`config.mk`:
```
export PLATFORM = sky130hd
export DESIGN_NAME = toggle_event_rx_flat
export DESIGN_NICKNAME = d
export VERILOG_FILES = /design/src/rtl/toggle_event_rx_if.sv /design/src/rtl/toggle_event_rx.sv /design/src/flat_wrapper.sv
export SDC_FILE = /design/constraint.sdc
export NUM_CORES = 1
export LEC_CHECK = 0
export CAP_MARGIN = 20
export CORE_MARGIN = 1.5
export CORE_UTILIZATION = 59
export DETAILED_ROUTE_END_ITERATION = 12
export GPL_TIMING_DRIVEN = 0
export PLACE_DENSITY = 0.88
export SLEW_MARGIN = 20
export SYNTH_ARGS = -nofsm -noshare
export SYNTH_HDL_FRONTEND = slang
export SYNTH_SLANG_ARGS = --single-unit
export TNS_END_PERCENT = 1
```
`constraint.sdc`:
```
create_clock -name clk -period 3.8 [get_ports clk]
set_input_delay 0.76 -clock clk [delete_from_list [all_inputs] [get_ports clk]]
set_output_delay 0.76 -clock clk [all_outputs]
set_load 0.005 [all_outputs]
```
`src/rtl/toggle_event_rx_if.sv`:
```
// Signal bundle for the toggle-event receive link and its consumer side.
// The master modport is the environment (transmitter plus consumer);
// the slave modport is the receiver block itself.
interface toggle_event_rx_if #(
    parameter int WIDTH = 8,
    parameter int CNT_W = 16
);
    logic             tog_in;
    logic [WIDTH-1:0] data_in;
    logic             ack_tog;
    logic             out_valid;
    logic             out_ready;
    logic [WIDTH-1:0] out_data;
    logic             ovf;
    logic [CNT_W-1:0] evt_cnt;

    modport master (
        output tog_in, data_in, out_ready,
        input  ack_tog, out_valid, out_data, ovf, evt_cnt
    );

    modport slave (
        input  tog_in, data_in, out_ready,
        output ack_tog, out_valid, out_data, ovf, evt_cnt
    );
endinterface

```
`src/rtl/toggle_event_rx.sv`:
```
// Receive end of the toggle-encoded event link.
// Each level change of tog_in (after synchronisation) is one event: the
// payload is pushed into a small first-word-fall-through FIFO, an ack toggle
// is returned, and drops on a full FIFO raise a sticky overflow flag.
module toggle_event_rx #(
    parameter int WIDTH       = 8,
    parameter int DEPTH       = 4,
    parameter int SYNC_STAGES = 2,
    parameter int CNT_W       = 16
) (
    input  logic                clk,
    input  logic                rst,
    toggle_event_rx_if.slave    bus
);
    localparam int AW = $clog2(DEPTH);
    localparam int IW = $clog2(SYNC_STAGES + 2);

    typedef enum logic {
        ST_INIT,
        ST_RUN
    } state_t;

    state_t                 state_q,    state_d;
    logic [IW-1:0]          init_cnt_q, init_cnt_d;
    logic [SYNC_STAGES-1:0] sync_q,     sync_d;
    logic                   tog_prev_q, tog_prev_d;
    logic                   ack_tog_q,  ack_tog_d;
    logic                   ovf_q,      ovf_d;
    logic [CNT_W-1:0]       evt_cnt_q,  evt_cnt_d;
    logic [AW:0]            wr_ptr_q,   wr_ptr_d;
    logic [AW:0]            rd_ptr_q,   rd_ptr_d;
    logic [WIDTH-1:0]       mem_q [DEPTH];
    logic [WIDTH-1:0]       mem_d [DEPTH];

    logic sync_out;
    logic evt;
    logic empty;
    logic full;
    logic pop;
    logic push;

    // Event detection, FIFO status and the push/pop decisions for this cycle
    always_comb begin
        sync_out = sync_q[SYNC_STAGES-1];
        evt      = (state_q == ST_RUN) && (sync_out ^ tog_prev_q);
        empty    = (wr_ptr_q == rd_ptr_q);
        full     = (wr_ptr_q[AW-1:0] == rd_ptr_q[AW-1:0]) &&
                   (wr_ptr_q[AW] != rd_ptr_q[AW]);
        pop      = !empty && bus.out_ready;
        push     = evt && (!full || pop);
    end

    // Next-state values: INIT settles tog_prev onto whatever level the
    // synchroniser carries so a level held through reset is not an event
    always_comb begin
        state_d    = state_q;
        init_cnt_d = init_cnt_q;
        sync_d     = {sync_q[SYNC_STAGES-2:0], bus.tog_in};
        tog_prev_d = sync_out;
        ack_tog_d  = ack_tog_q;
        ovf_d      = ovf_q;
        evt_cnt_d  = evt_cnt_q;
        wr_ptr_d   = wr_ptr_q;
        rd_ptr_d   = rd_ptr_q;
        mem_d      = mem_q;

        if (state_q == ST_INIT) begin
            init_cnt_d = init_cnt_q + 1'b1;
            if (init_cnt_q == IW'(SYNC_STAGES)) begin
                state_d = ST_RUN;
            end
        end

        if (evt) begin
            ack_tog_d = ~ack_tog_q;
            if (push) begin
                mem_d[wr_ptr_q[AW-1:0]] = bus.data_in;
                wr_ptr_d                = wr_ptr_q + 1'b1;
                evt_cnt_d               = evt_cnt_q + 1'b1;
            end else begin
                ovf_d = 1'b1;
            end
        end

        if (pop) begin
            rd_ptr_d = rd_ptr_q + 1'b1;
        end
    end

    // All state registers, cleared together by synchronous reset
    always_ff @(posedge clk) begin
        if (rst) begin
            state_q    <= ST_INIT;
            init_cnt_q <= '0;
            sync_q     <= '0;
            tog_prev_q <= 1'b0;
            ack_tog_q  <= 1'b0;
            ovf_q      <= 1'b0;
            evt_cnt_q  <= '0;
            wr_ptr_q   <= '0;
            rd_ptr_q   <= '0;
            mem_q      <= '{default: '0};
        end else begin
            state_q    <= state_d;
            init_cnt_q <= init_cnt_d;
            sync_q     <= sync_d;
            tog_prev_q <= tog_prev_d;
            ack_tog_q  <= ack_tog_d;
            ovf_q      <= ovf_d;
            evt_cnt_q  <= evt_cnt_d;
            wr_ptr_q   <= wr_ptr_d;
            rd_ptr_q   <= rd_ptr_d;
            mem_q      <= mem_d;
        end
    end

    assign bus.ack_tog   = ack_tog_q;
    assign bus.out_valid = !empty;
    assign bus.out_data  = empty ? '0 : mem_q[rd_ptr_q[AW-1:0]];
    assign bus.ovf       = ovf_q;
    assign bus.evt_cnt   = evt_cnt_q;

endmodule
```
`src/flat_wrapper.sv`:
```
// flat-port wrapper written by rule: the top's interface ports become plain ports
module toggle_event_rx_flat 
#(
    parameter int WIDTH       = 8,
    parameter int DEPTH       = 4,
    parameter int SYNC_STAGES = 2,
    parameter int CNT_W       = 16
)
  (clk, rst, bus_tog_in, bus_data_in, bus_out_ready, bus_ack_tog, bus_out_valid, bus_out_data, bus_ovf, bus_evt_cnt);
  toggle_event_rx_if #(.WIDTH(WIDTH), .CNT_W(CNT_W)) bus_i ();
  input  logic clk;
  input  logic rst;
  input wire logic [$bits(bus_i.tog_in)-1:0] bus_tog_in;
  input wire logic [$bits(bus_i.data_in)-1:0] bus_data_in;
  input wire logic [$bits(bus_i.out_ready)-1:0] bus_out_ready;
  output wire logic [$bits(bus_i.ack_tog)-1:0] bus_ack_tog;
  output wire logic [$bits(bus_i.out_valid)-1:0] bus_out_valid;
  output wire logic [$bits(bus_i.out_data)-1:0] bus_out_data;
  output wire logic [$bits(bus_i.ovf)-1:0] bus_ovf;
  output wire logic [$bits(bus_i.evt_cnt)-1:0] bus_evt_cnt;
  assign bus_i.tog_in = bus_tog_in;
  assign bus_i.data_in = bus_data_in;
  assign bus_i.out_ready = bus_out_ready;
  assign bus_ack_tog = bus_i.ack_tog;
  assign bus_out_valid = bus_i.out_valid;
  assign bus_out_data = bus_i.out_data;
  assign bus_ovf = bus_i.ovf;
  assign bus_evt_cnt = bus_i.evt_cnt;
  toggle_event_rx #(.WIDTH(WIDTH), .DEPTH(DEPTH), .SYNC_STAGES(SYNC_STAGES), .CNT_W(CNT_W)) u_core (.clk(clk), .rst(rst), .bus(bus_i));
endmodule
```
==> out/metrics.csv <==
metric;value;unit
synthesized area per cell;10.1;sq um
hpwl dp;4450;um
CTS Sinks;62;
sw power;334;uW
Post-synth EDFFs;0;
Worst Path Required;3.04;ns
number of global-route vias before repair;2311;
Static Leak;0.00143;uW
CP Data Arrival Time;2.49;ns
status;finished, final reports clean;
Antenna Nets Post-Route;0;
drt drc;0;
FFs w/ async S/R, synth;0;%
Peak VDD IR;0.000262;V
Pre-antenna DRT Iters;4;
Core Area;0.00482;sq mm
Non-Filler Instances;420;
nets;367;
Clock power frac;38.1;%
initial detailed-routing violation count;82;
P&R area growth vs syn;20.6;%
Seq/Total Area, Yosys;41.1;%
first-pass GRT wire length;10700;um
cell depth of the worst hold path;1;
syn_nets;319;
post-DR wirelength/cell;15.4;um
total number of vias;2408;
# setup viols final;0;
Tightest Hold Check Type;reg -> reg;
height of the die;74.5;um
proportion of power drawn by combinational gates;10.1;%
Mapped Area;0.00302;sq mm
Post-CTS Setup Inserts;0;
critical path startpoint category;register;
IO buf count;37;
GPL Wtd Cong;0.813;
drt via density;5.73;
antenna fix cells;0;
die area;0.00556;sq mm
# rows;25;
count of cell types in the netlist;36;
sequential power share;51.8;%
CP endpoint kind;output pin;
largest net degree at the start of global routing;11;
Final Cycle Share;85.5;%
Routed WL;6480;um
antenna violations before repair;0;
Root Buffer;clkbuf_8;
DP Worst Slack;0.875;ns
unrepaired setup endpoints after global routing;false;
CP Max Fanout;10;
clock buffer depth;2;
Worst-Skew Late Latency;0.34;ns
H-tree levels;3;
setup ws final;0.552;ns
kind of critical path;reg -> out;
clk_skew;0.00770;ns
layout cell share with drive strength beyond 1;11.0;%
sw frac;25.3;%
Ports;39;
DP Cell Count;404;
post-cts sizing count;0;
initial core utilization;62.7;%
Die X;74.5;um
total negative slack;0;ns
total global routing overflow;0;
Hold Vio Cnt, Final;0;
Slew @ Worst Pin;1.06;ns
Post-CTS Hold Fix Bufs;0;
post-layout min period;3.25;ns
r2r worst-path depth;7;
Hold Slack;0.445;ns
warnings from Yosys;0;
ys flop type;dfxtp_1;
CTS tree;done;
max cap viols;0;
Slew Viols, Final;0;
Max-slew headroom;29.0;%
total power;1320;uW
Max Fclk;0.308;GHz
PwrDens;362;mW/mm^2
clk slew on worst S/H paths;0.07;ns
synthesized instance count;300;
synthesized flop and latch total;62;
Int Power;983;uW
CTS buffer count;9;
Overall Global Routing Usage;25.9;%
-- cells by family (layout without fill, tap and decap cells) --
| family | after synthesis | in the layout | synth area share (%) |
|---|---|---|---|
| AO/OA/AOI/OAI | 35 | 35 | 6.84 |
| adder cells (fa/ha/maj) | 7 | 7 | 2.90 |
| XOR/XNOR | 9 | 9 | 3.48 |
| AND/OR/NAND/NOR | 117 | 117 | 23.3 |
| buffers and inverters | 26 | 79 | 4.35 |
| flip-flops | 62 | 62 | 41.1 |
| multiplexers | 44 | 44 | 18.0 |
-- synthesized netlist by cell type (2+ instances only) --
cell | n | area share [%]
dfxtp_1 | 62 | 41
nand2b_1 | 41 | 8.5
mux2i_1 | 33 | 11
a21oi_1 | 17 | 2.8
nor2_1 | 14 | 1.7
nor2b_1 | 14 | 2.9
clkbuf_1 | 13 | 1.6
nand3_1 | 11 | 1.8
o31ai_1 | 11 | 2.7
or4_1 | 10 | 2.5
mux4_2 | 8 | 6.0
ha_1 | 7 | 2.9
o21ai_0 | 6 | 0.99
inv_1 | 5 | 0.62
nand2_1 | 5 | 0.62
xor2_1 | 5 | 1.5
and3_1 | 4 | 0.83
buf_6 | 4 | 1.5
buf_2 | 3 | 0.50
mux2_2 | 3 | 1.1
nand4_1 | 3 | 0.62
and2_1 | 2 | 0.41
and4_1 | 2 | 0.58
nand3_2 | 2 | 0.66
nor4_1 | 2 | 0.41
or3_1 | 2 | 0.41
xnor2_1 | 2 | 0.58
-- path summary, 6_finish.rpt --
check / from / endpoint / slack [ns]
max reg2reg: u_core.rd_ptr_q[0]$_SDFFE_PP0P_ / u_core.wr_ptr_q[1]$_SDFFE_PP0P_ / 1.69
min: u_core.sync_q[0]$_SDFF_PP0_ / u_core.sync_q[1]$_SDFF_PP0_ / 0.44
max: u_core.rd_ptr_q[0]$_SDFFE_PP0P_ / bus_out_data[7] / 0.55
min reg2reg: u_core.sync_q[0]$_SDFF_PP0_ / u_core.sync_q[1]$_SDFF_PP0_ / 0.44
-- critical path, stage by stage, from the launching register on --
cell and delay, ns:
dfxtp_1 0.36, buf_6 0.20, xor2_2 0.12, nor3_1 0.86, nor2b_1 0.12, clkdlybuf4s50_1 0.49
-- stage by stage --
step	instance area, sq um	util (%)
floorplan	3020	-
CTS	3640	75.6
global placement	3470	72.1
detailed placement	3470	72.1
global route	3640	75.6
finish	3640	75.6
-- registers in the layout (all words and copies together) (netlist names) --
| signal | count |
|---|---|
| u_core.sync_q | 2 |
| u_core.bus.ovf | 1 |
| u_core.bus.evt_cnt | 16 |
| u_core.rd_ptr_q | 3 |
| u_core.init_cnt_q | 2 |
| u_core.bus.ack_tog | 1 |
| u_core.mem_q | 32 |
| u_core.state_q | 1 |
| u_core.wr_ptr_q | 3 |
| u_core.tog_prev_q | 1 |
-- cell usage in the layout, fill, tap and decap left out, drive strengths merged, types with 6 or more instances in the layout --
cell | netlist | final
buf | 8 | 8
mux4 | 8 | 8
ha | 7 | 7
xor2 | 7 | 7
o31ai | 11 | 11
clkbuf | 13 | 25
a21oi | 17 | 17
nand2 | 6 | 6
nor2 | 14 | 14
nor2b | 14 | 14
dfxtp | 62 | 62
nand3 | 13 | 13
nand2b | 41 | 41
mux2i | 33 | 33
clkdlybuf4s50 | 0 | 37
o21ai | 6 | 6
or4 | 11 | 11
-- layer usage --
layer	part of all wire (%)	up-vias	track usage (%)
met2	51	68	44.5
met1	42	1170	30.3
met4	1.6	0	9.90
met5	0	-	0
met3	5.8	13	8.13
li1	-	1157	-
-- cell type report --
class                           count  area (sq um)
Multi-Input combinational cell    212          1650
Clock inverter                      4          22.5
Tap cell                           67          83.8
Inverter                            5          18.8
Timing Repair Buffer               37           370
Sequential cell                    62          1240
Buffer                             21           113
Clock buffer                       12           145
Fill cell                         363          1180
-- power groups by stage --
stage               Sequential (uW)  Clock (uW)  Combinational (uW)
floorplan                       694           0                92.5
global placement                696           0                 128
detailed placement              697           0                 133
CTS                             682         511                 134
global route                    684         540                 152
finish                          682         502                 133
No activity file was read; power rests on OpenSTA's default activity.
